`src/rtl/uart_rx.sv`:
```
// uart_rx: 8N1 serial receiver with a 2-flop input synchronizer and a receive buffer.
// Define UART_RX_FIFO_EN for a FIFO_DEPTH-entry FIFO; otherwise a single holding register.
module uart_rx #(
  parameter int CLKS_PER_BIT = 868,
  parameter int FIFO_DEPTH   = 8
) (
  input  logic       clk,
  input  logic       xreset,
  input  logic       rxd,
  output logic [7:0] rdata,
  output logic       rvalid,
  input  logic       rready,
  output logic       frame_err,
  output logic       overrun,
  output logic       busy
);

  typedef enum logic [1:0] {IDLE, START, DATA, STOP} state_t;

  localparam logic [15:0] HALF_M1 = 16'(CLKS_PER_BIT / 2 - 1);
  localparam logic [15:0] BIT_M1  = 16'(CLKS_PER_BIT - 1);

  logic        rxd_meta_q;
  logic        rxd_sync_q;
  logic        rxd_prev_q;
  state_t      state_q, state_d;
  logic [15:0] timer_q, timer_d;
  logic [2:0]  bit_idx_q, bit_idx_d;
  logic [7:0]  shift_q, shift_d;
  logic        frame_err_q, frame_err_d;
  logic        overrun_q;
  logic        push;
  logic        push_ok;
  logic        pop;

  // rxd_prev_q follows the synchronized line so IDLE can see a 1->0 edge.
  always_ff @(posedge clk or negedge xreset) begin
    if (!xreset) begin
      rxd_meta_q <= 1'b1;
      rxd_sync_q <= 1'b1;
      rxd_prev_q <= 1'b1;
    end else begin
      rxd_meta_q <= rxd;
      rxd_sync_q <= rxd_meta_q;
      rxd_prev_q <= rxd_sync_q;
    end
  end

  always_ff @(posedge clk or negedge xreset) begin
    if (!xreset) begin
      state_q     <= IDLE;
      timer_q     <= '0;
      bit_idx_q   <= '0;
      shift_q     <= '0;
      frame_err_q <= 1'b0;
    end else begin
      state_q     <= state_d;
      timer_q     <= timer_d;
      bit_idx_q   <= bit_idx_d;
      shift_q     <= shift_d;
      frame_err_q <= frame_err_d;
    end
  end

  always_comb begin
    state_d     = state_q;
    timer_d     = timer_q;
    bit_idx_d   = bit_idx_q;
    shift_d     = shift_q;
    push        = 1'b0;
    frame_err_d = 1'b0;
    case (state_q)
      IDLE: begin
        // Edge-triggered start: a held-low break cannot retrigger until the line goes high.
        if (rxd_prev_q && !rxd_sync_q) begin
          state_d = START;
          timer_d = '0;
        end
      end
      START: begin
        if (timer_q == HALF_M1) begin
          timer_d   = '0;
          bit_idx_d = '0;
          state_d   = rxd_sync_q ? IDLE : DATA;
        end else begin
          timer_d = timer_q + 16'd1;
        end
      end
      DATA: begin
        if (timer_q == BIT_M1) begin
          timer_d   = '0;
          shift_d   = {rxd_sync_q, shift_q[7:1]};
          bit_idx_d = bit_idx_q + 3'd1;
          if (bit_idx_q == 3'd7) begin
            state_d = STOP;
          end
        end else begin
          timer_d = timer_q + 16'd1;
        end
      end
      STOP: begin
        if (timer_q == BIT_M1) begin
          timer_d = '0;
          state_d = IDLE;
          if (rxd_sync_q) begin
            push = 1'b1;
          end else begin
            frame_err_d = 1'b1;
          end
        end else begin
          timer_d = timer_q + 16'd1;
        end
      end
      default: state_d = IDLE;
    endcase
  end

`ifdef UART_RX_FIFO_EN
  localparam int PTR_W = (FIFO_DEPTH > 2) ? $clog2(FIFO_DEPTH) : 1;
  localparam logic [PTR_W:0] DEPTH_C = (PTR_W + 1)'(FIFO_DEPTH);

  logic [7:0]       mem_q [FIFO_DEPTH];
  logic [PTR_W-1:0] wr_ptr_q;
  logic [PTR_W-1:0] rd_ptr_q;
  logic [PTR_W:0]   count_q;
  logic             full;

  assign rvalid  = (count_q != '0);
  assign rdata   = mem_q[rd_ptr_q];
  assign full    = (count_q == DEPTH_C);
  assign pop     = rvalid && rready;
  // A pop in the same cycle frees the slot, so a full FIFO still accepts the byte.
  assign push_ok = push && (!full || pop);

  always_ff @(posedge clk or negedge xreset) begin
    if (!xreset) begin
      for (int i = 0; i < FIFO_DEPTH; i++) begin
        mem_q[i] <= '0;
      end
    end else if (push_ok) begin
      mem_q[wr_ptr_q] <= shift_q;
    end
  end

  always_ff @(posedge clk or negedge xreset) begin
    if (!xreset) begin
      wr_ptr_q <= '0;
      rd_ptr_q <= '0;
      count_q  <= '0;
    end else begin
      if (push_ok) begin
        wr_ptr_q <= wr_ptr_q + PTR_W'(1);
      end
      if (pop) begin
        rd_ptr_q <= rd_ptr_q + PTR_W'(1);
      end
      case ({push_ok, pop})
        2'b10:   count_q <= count_q + (PTR_W + 1)'(1);
        2'b01:   count_q <= count_q - (PTR_W + 1)'(1);
        default: count_q <= count_q;
      endcase
    end
  end
`else
  logic [7:0] hold_q;
  logic       hold_vld_q;
  logic       unused_depth;

  // FIFO_DEPTH has no role in holding-register mode.
  assign unused_depth = ^(32'(FIFO_DEPTH));

  assign rvalid  = hold_vld_q;
  assign rdata   = hold_q;
  assign pop     = hold_vld_q && rready;
  assign push_ok = push && (!hold_vld_q || pop);

  always_ff @(posedge clk or negedge xreset) begin
    if (!xreset) begin
      hold_q     <= '0;
      hold_vld_q <= 1'b0;
    end else begin
      if (push_ok) begin
        hold_q     <= shift_q;
        hold_vld_q <= 1'b1;
      end else if (pop) begin
        hold_vld_q <= 1'b0;
      end
    end
  end
`endif

  always_ff @(posedge clk or negedge xreset) begin
    if (!xreset) begin
      overrun_q <= 1'b0;
    end else if (push && !push_ok) begin
      overrun_q <= 1'b1;
    end
  end

  assign frame_err = frame_err_q;
  assign overrun   = overrun_q;
  assign busy      = (state_q != IDLE);

endmodule

```
`config.mk`:
```
export PLATFORM = sky130hd
export DESIGN_NAME = uart_rx
export DESIGN_NICKNAME = d
export VERILOG_FILES = /design/src/rtl/uart_rx.sv
export SDC_FILE = /design/constraint.sdc
export NUM_CORES = 1
export LEC_CHECK = 0
export BUFFER_PORTS_ARGS = -buffer_cell sky130_fd_sc_hd__buf_4
export CORE_UTILIZATION = 55
export DETAILED_ROUTE_END_ITERATION = 7
export MAX_ROUTING_LAYER = met4
export PLACE_DENSITY_LB_ADDON = 0.15
export SLEW_MARGIN = 20
export SYNTH_ARGS = -nofsm -noshare
export SYNTH_HDL_FRONTEND = slang
export SYNTH_SLANG_ARGS = --single-unit
```
`constraint.sdc`:
```
create_clock -name clk -period 7.1 [get_ports clk]
set_input_delay 0.71 -clock clk [delete_from_list [all_inputs] [get_ports clk]]
set_output_delay 0.71 -clock clk [all_outputs]
set_load 0.05 [all_outputs]
```
; Word level (Yosys, flattened, before mapping)
; Index checks and enable logic that the tools add are counted.
[classes]
div_mod_pow = 0
eq_ne = 11
n_mul = 0
bitwise = 0
n_reduce_logical = 16
shift = 0
mux = 22
n_lt_le_gt_ge = 0
n_addsub = 2
[ops]
columns = cell, count
row1 = 16-bit 2-to-1 mux, 3
row2 = 16-bit case mux with 3 select lines, 1
row3 = 16-bit by 1-bit adder with 16-bit output (second input constant), 1
row4 = 16-bit by 10-bit equality test with 1-bit output (second input constant), 1
row5 = 16-bit by 9-bit equality test with 1-bit output (second input constant), 1
row6 = 2-bit 2-to-1 mux, 6
row7 = 2-bit inequality test (second input constant), 5
row8 = 1-bit 2-to-1 mux, 8
row9 = 2-bit case mux with 4 select lines, 1
row10 = 3-bit 2-to-1 mux, 2
row11 = 3-bit case mux with 2 select lines, 1
row12 = 2-bit nonzero test, 3
row13 = 5-bit AND reduction, 1
row14 = 2-bit equality test (second input constant), 2
row15 = 1-bit logical AND, 4
row16 = 3-bit by 1-bit adder with 3-bit output (second input constant), 1
row17 = 3-bit equality test (second input constant), 1
row18 = 1-bit logical NOT, 3
row19 = 3-bit AND reduction, 1
row20 = 2-bit by 1-bit equality test with 1-bit output (second input constant), 1
row21 = 2-bit logical NOT, 1
row22 = 2-bit AND reduction, 1
row23 = 2-bit OR reduction, 1
row24 = 1-bit logical OR, 1
[totals]
ramBits = 0
mem_bits_ro = 0
mem_count = 0
input_bits = 4
latchBits = 0
reg_bits = 43

; Depth between registers and ports, before layout
; Gate-level depths: netlist of run 1.
[logic_depth]
word_depth = 6
depth_mapped = 9
ltp_nobuf = 7

; Least setup slack after synthesis of run 1
; OpenSTA, ideal clock, no wires.
[synth_path]
path_kind = reg-to-reg
start = register timer_q[13]
end = register timer_q[13]
required_ns = 6.979
n_path_buf = 2
period_less_slack_ns = 2.330
arrival_ns = 2.209
setup_time_ns = 0.121
setup_slack_ns = 4.770
path_stages_with_launch = 7
cell_sequence = dfrtp_1 or4_4 or4_1 a22o_1 buf_6 buf_2 a22o_1
[synth_via]
elab_chain_cells = 3
word_cells_on_any_way = 6
classes_between = 1 x add/sub / 2 x eq/ne / 3 x mux
[synth_rtl]
columns = element, line_no
row1 = "start, declared", 27  ; logic [15:0] timer_q, timer_d;
row2 = "start signal, assigned", 58  ; timer_q <= timer_d;
row3 = 16-bit by 1-bit adder with 16-bit output (tied with other cells), "86, 98, 111"
row4 = 16-bit 2-to-1 mux (on tied branches), "90, 102, 81"
row5 = 16-bit case mux with 3 select lines (*), 72  ; case (state_q)
; Every way passes the cells marked *; elsewhere a longest branch is shown, timed or not.
; A chain may end at the register's enable or synchronous reset.

; Final worst setup path of run 1
[layout_path]
start = register timer_q[13]
end = register hold_q[5], in the netlist rdata[5]
[layout_via]
elab_chain_cells = 4
[layout_rtl]
columns = element, line_no
row1 = 16-bit by 10-bit equality test with 1-bit output, 102  ; if (timer_q == BIT_M1) begin
row2 = 1-bit 2-to-1 mux, 102
row3 = 1-bit 2-to-1 mux, 72
row4 = 1-bit logical AND, 175  ; assign push_ok = push && (!hold_vld_q || pop);
row5 = "end signal, assigned", 183  ; hold_q <= shift_q;
row6 = "end, declared", 165  ; logic [7:0] hold_q;
; Every way passes these cells.

==> results of run 1 <==
-- routing by layer --
layer	up-vias	share of wire	GRT usage
met5	-	0	-
met4	0	0.017	0.0581
met3	10	0.044	0.0529
met2	44	0.48	0.349
met1	754	0.46	0.286
li1	691	-	-
-- through the flow --
| stage | hold WS, ps | instances |
|---|---|---|
| final | 318 | 240 |
| after global routing | 340 | 240 |
| after CTS | 338 | 240 |
| after detailed placement | 355 | 232 |
| after global placement | 348 | 232 |
| after floorplan | 345 | 182 |
-- flip-flops by register name, summed over array words and instances, names as in the netlist, 3 cells and up, named ones only --
signal / flops
timer_q: 16
rdata: 8
shift_q: 8
bit_idx_q: 3
-- cell families (layout without fill, tap and decap cells) --
family	Yosys count	count (layout)	share of synthesized area
buf+inv	18	30	0.0390
flops	43	43	0.534
xor+xnor	4	4	0.0173
fa+ha+maj	4	4	0.0248
simple gates	58	58	0.162
compound gates	39	39	0.134
mux	16	16	0.0891
-- power groups by stage --
stage / Sequential [W] / Combinational [W] / Clock (W)
2_1_floorplan: 0.000277 / 0.0000905 / 0
6_report: 0.000277 / 0.000112 / 0.000186
3_5_place_dp: 0.000281 / 0.000110 / 0
5_1_grt: 0.000280 / 0.000122 / 0.000201
4_1_cts: 0.000277 / 0.000111 / 0.000190
3_3_place_gp: 0.000280 / 0.000105 / 0
-- worst paths after layout --
kind                            slack [ps]    endpoint  cells past startpoint         from
worst max register to register        4270    rdata[5]                      5  timer_q[13]
worst min-delay path                   320  timer_q[8]                      1       xreset
worst max-delay path                  4270    rdata[5]                      5  timer_q[13]
min in group clk                       360  rxd_sync_q                      0   rxd_meta_q
max in group asynchronous             6390  rxd_meta_q                      1       xreset
worst min register to register         360  rxd_sync_q                      0   rxd_meta_q
-- critical path: stages (launching register included) --
cell and delay, ps:
dfrtp_1 460, or4_4 560, nor4_1 460, nand4_1 220, nor2b_1 620, mux2_2 410
-- layout by cell type (no fill, tap or decap) --
| cell | n |
|---|---|
| nand4bb_1 | 1 |
| nor3_1 | 3 |
| nand2_1 | 11 |
| a21oi_1 | 9 |
| o21bai_1 | 1 |
| bufinv_16 | 2 |
| o21a_1 | 1 |
| or4_1 | 4 |
| or3_1 | 1 |
| o41ai_1 | 1 |
| nand3_1 | 10 |
| nor4_1 | 2 |
| a31oi_1 | 6 |
| a21o_1 | 1 |
| nand3b_1 | 3 |
| dfrtp_1 | 40 |
| mux2_2 | 16 |
| dfstp_2 | 3 |
| inv_1 | 7 |
| ha_1 | 4 |
| clkbuf_1 | 1 |
| a2111oi_4 | 1 |
| nor2_1 | 7 |
| nor2b_1 | 1 |
| nand4b_1 | 3 |
| clkbuf_4 | 5 |
| a41oi_1 | 2 |
| nand2b_1 | 3 |
| or4_4 | 1 |
| xor2_1 | 3 |
| o2bb2ai_1 | 1 |
| buf_4 | 15 |
| and3_1 | 4 |
| o21ai_0 | 10 |
| a22o_1 | 6 |
| nand4_1 | 4 |
| xnor2_1 | 1 |
-- synth_stat cells (2+ instances only) --
cell type,instances
a31oi_1,6
nand4b_1,3
nand4_1,4
nand2_1,11
xor2_1,3
nor2_1,7
buf_2,3
and3_1,4
a21oi_1,9
ha_1,4
inv_1,7
mux2_2,16
o21ai_0,10
dfrtp_1,40
a41oi_1,2
dfstp_2,3
nor4_1,2
or4_1,4
nand3b_1,3
nor3_1,3
nand3_1,10
clkbuf_1,6
nand2b_1,3
a22o_1,6
-- final cells by class --
cell class,count,area share
multi-input combinational,121,0.385
clock inverter,2,0.0268
sequential,43,0.482
tap,46,0.0257
clock buffer,6,0.0184
timing repair buffer,15,0.0503
inverter,7,0.0117
==> out/metrics.cfg, run 1 <==
[cts]
cts_root_buf = clkbuf_4
cts_sinks = 43
clk_latency_ps = 350
hold_buffers = 0
htree_num_levels = 2
postCtsResizedCells = 0
cts_inserted_buffers = 5
tritoncts = built
clock_path_buffers = 2
clk_pin_slew_worst_paths_ps = 130
post_cts_buffers = 0

[worst_setup_path]
cp.arrival_ps = 3080
cp-start-kind = flop
cp-end-kind = flop
worstPathMaxFanout = 8
criticalPathCategory = flop to flop
cp.required_ps = 7350

[global_route]
gr-total-overflow = 0
grt_start_max_net_pins = 44
grt_pass1_vias = 1423
grt_pass1_wl_um = 6650
grt.total_usage = 0.221
antenna_found_initial = 0

[sta]
setup_viol = 0
finalMaxSlewViolations = 0
hold_violations = 0
max-slew-margin-rel = 0.210
period_share = 0.399
finalClockSkew_ps = 15.1
period_needed_ps = 2830
grt_setup_unrepaired = false
fmax_mhz = 353
fin_ws_ps = 4270
setup_tns_ps = 0
worst-slew-pin-transition_ps = 1170

[place]
placed_area_mm2 = 0.00214
io_buffers = 15
dp_hpwl_um = 2550
pre_cts_ws_ps = 4270
routabilityCongestion = 0.836

[drt]
ant_nets = 0
first_pass_iters = 4
avgRoutedWirePerCell_um = 15.7
drt_iter0_markers = 80
avgViaCountPerCell = 6.25
wl_um = 3770
dr_total_vias = 1499
drc_errors = 0

[worst_hold_path]
hold_path.class = primary input to asynchronous set/reset pin

[cells_and_area]
n_antenna_cell = 0
multi_input_area_um2 = 863
ff_latch_area_mm2 = 0.00108
drive_gt1_frac = 0.222
nFillCells = 269
synthToLayoutAreaGrowth_pct = 10.8
finish.utilization = 0.656
fin_area_mm2 = 0.00224
layout.nets = 201

[synthesis]
postSynthAreaPerCell_um2 = 11.1
synth_top_area_cell = dfrtp_1
ys_ff_latch = 43
yosys-top-cells-area = dfrtp_1 (50%), mux2_2 (8.9%), dfstp_2 (3.9%), a22o_1 (2.6%), ha_1 (2.5%)
syn_inst = 182
synthArstFlopShare = 1.00
ys_seq_area_frac = 0.534
synth_warnings = 0
synth.net_count = 190
synth_ff_type = dfrtp_1
synth_edf_count = 0
synth_cell_types = 37
synth.top_cell.area_share = 0.495
netlist_area_mm2 = 0.00202

[power_and_ir_drop]
p_seq_frac = 0.481
swShare = 0.297
intPower_w = 0.000404
p_clk_frac = 0.324
p_per_area_mw_per_mm2 = 256
p_leak_nw = 1.06
switchingPower_w = 0.000171
power_w = 0.000575
comb_power_share = 0.194
ir_drop_mv = 0.142

[floorplan]
die_h_um = 62.6
start_util = 0.592
design.core.area_mm2 = 0.00342
rows = 21
io-pin-count = 16
chipWidth_um = 62.6
design.die.area_mm2 = 0.00392

[status]
outcome = completed

[flow_run]
drv_cap = 0

Power figures use the tool's default switching activity.
==> run 2, diff against run 1 <==
Settings changed: CORE_UTILIZATION 55 to 53.
Clock period 7.1 ns to 2.5 ns, I/O delays scaled along.
==> out/metrics.cfg, run 2 (synthesized netlist as in run 1, its figures left out) <==
[worst_setup_path]
worstPathMaxFanout = 13  ; +5
criticalPathCategory = flop to flop
cp-start-kind = flop
cp.arrival_ps = 2550  ; -530 ps
regToRegSetupSlack_ps = 110  ; -4160 ps
r2r-end = timer_q[5]
cp.required_ps = 2660  ; -4690 ps
worstReg2RegStart = timer_q[13]
ff2ff_path_depth = 6  ; +1
cp-end-kind = flop

[place]
placed_area_mm2 = 0.00224  ; +4.7%
io_buffers = 15  ; unchanged
dp_cells = 247  ; +6.5%
routabilityCongestion = 0.825  ; -1.3%
dp_hpwl_um = 2840  ; +11%

[drt]
drc_errors = 0  ; unchanged
ant_nets = 0  ; unchanged
avgRoutedWirePerCell_um = 15.4  ; -1.9%
drt_iter0_markers = 70  ; -13%
wl_um = 3950  ; +4.6%
dr_total_vias = 1499  ; unchanged
avgViaCountPerCell = 5.86  ; -6.3%
first_pass_iters = 4  ; unchanged

[global_route]
gr-total-overflow = 0  ; unchanged
grt_pass1_wl_um = 6730  ; +1.2%
grt_pass1_vias = 1492  ; +4.8%
grt.total_usage = 0.224  ; +0.00265
antenna_found_initial = 0  ; unchanged
grt_start_max_net_pins = 44  ; unchanged

[floorplan]
design.die.area_mm2 = 0.00407  ; +3.7%
io-pin-count = 16  ; unchanged
design.core.area_mm2 = 0.00366  ; +7.2%
chipWidth_um = 63.8  ; +1.8%
rows = 22  ; +4.8%
die_h_um = 63.8  ; +1.8%
start_util = 0.552  ; -0.0397

[cells_and_area]
fin_cells = 256  ; +6.7%
finish.utilization = 0.638  ; -0.0180
n_antenna_cell = 0  ; unchanged
layout_commonest_cell = dfrtp_1
largest_reg_flops = 16  ; unchanged
drive_gt1_frac = 0.274  ; +0.0524
layout.nets = 215  ; +7.0%
layout_common_cells = dfrtp_1 (40), buf_4 (28), mux2_2 (16)
fin_area_mm2 = 0.00234  ; +4.2%
regMostFlops = timer_q
synthToLayoutAreaGrowth_pct = 15.5

[power_and_ir_drop]
p_leak_nw = 1.12  ; +5.6%
swShare = 0.317  ; +0.0198
switchingPower_w = 0.000500  ; +190%
comb_power_share = 0.240  ; +0.046
ir_drop_mv = 0.495  ; +250%
p_seq_frac = 0.493  ; +0.012
p_per_area_mw_per_mm2 = 674  ; +160%
intPower_w = 0.00108  ; +170%
p_clk_frac = 0.267  ; -0.057

[cts]
post_cts_buffers = 0  ; unchanged
cts_sinks = 43  ; unchanged
clock_path_buffers = 2  ; unchanged
clk_pin_slew_worst_paths_ps = 70  ; -60 ps
clk_latency_ps = 290  ; -60 ps
cts_root_buf = clkbuf_8
htree_num_levels = 2  ; unchanged
tritoncts = built
cts_inserted_buffers = 5  ; unchanged

[sta]
finalClockSkew_ps = 5.23  ; -9.83 ps
period_share = 0.956  ; +0.557
max-slew-margin-rel = 0.640  ; +0.430
period_needed_ps = 2390  ; -442 ps
setup_viol = 0  ; unchanged
hold_violations = 0  ; unchanged
fmax_mhz = 418  ; +18%
grt_setup_unrepaired = false
worst-slew-pin-transition_ps = 535  ; -637 ps
finalMaxSlewViolations = 0  ; unchanged
setup_tns_ps = 0  ; unchanged

[worst_hold_path]
hold_path.class = primary input to flop
min_path_cells = 1
min_from = rxd
whs_endpoint = rxd_meta_q

[flow_run]
drv_cap = 0  ; unchanged

[status]
outcome = completed

-- run 2: cell count changes in the layout (fill, tap and decap cells not counted), moves of 2 or more --
cell and change:
buf_4 +13, clkbuf_4 -5, clkbuf_8 +5, bufinv_16 -2
-- run 2: area by class of cell --
| type | count | area, µm² |
|---|---|---|
| fill | 299 | 1330 |
| sequential | 43 | 1080 |
| multi-input combinational | 121 | 865 |
| clock buffer | 6 | 72.6 |
| tap | 48 | 60.1 |
| timing repair buffer | 29 | 220 |
| inverter | 7 | 26.3 |
| clock inverter | 2 | 12.5 |
-- run 2: worst max-delay path by stage --
stage / startpoint / end / slack, ps / depth (start not counted)
2_1_floorplan: timer_q[13] / timer_q[13] / 170 / 6
3_3_place_gp: timer_q[13] / timer_q[4] / 90 / 6
3_5_place_dp: timer_q[13] / timer_q[4] / 50 / 6
4_1_cts: timer_q[13] / timer_q[4] / 30 / 6
5_1_grt: timer_q[12] / timer_q[6] / 10 / 6
6_report: timer_q[13] / timer_q[5] / 110 / 6
-- run 2: metrics by stage --
step                hold WS [ps]  power (W)  setup WS [ps]
floorplan                  -45.6    0.00104            170
CTS                         55.6    0.00159           32.1
global route                51.2    0.00166           13.7
finish                      65.0    0.00158            109
global placement             258    0.00116           89.3
detailed placement           268    0.00116           53.7
-- run 2: routing by layer --
layer | up-vias | track usage | share of wire
li1 | 717 | - | -
met1 | 734 | 0.288 | 0.47
met2 | 42 | 0.354 | 0.48
met3 | 6 | 0.0554 | 0.041
met4 | 0 | 0.0597 | 0.014
met5 | - | - | 0
-- run 2: timing repair --
item	CTS	global route
hold buffers	1	0
endpoints found under the setup margin	0	13
resized for setup	0	1
hold endpoints to repair	40	0
-- run 2: power groups by stage --
| stage | sequential, W | clock (W) | combinational, W |
|---|---|---|---|
| floorplan | 0.000786 | 0 | 0.000257 |
| global placement | 0.000786 | 0 | 0.000371 |
| detailed placement | 0.000789 | 0 | 0.000375 |
| CTS | 0.000775 | 0.000436 | 0.000378 |
| global route | 0.000783 | 0.000464 | 0.000418 |
| finish | 0.000776 | 0.000421 | 0.000378 |
-- run 2: worst max-delay path: stages (launching register included) --
cell and delay [ps]:
dfrtp_1 380, or4_4 540, or4_1 560, a22o_2 390
buf_4 200, a21oi_1 130, a31oi_1 60
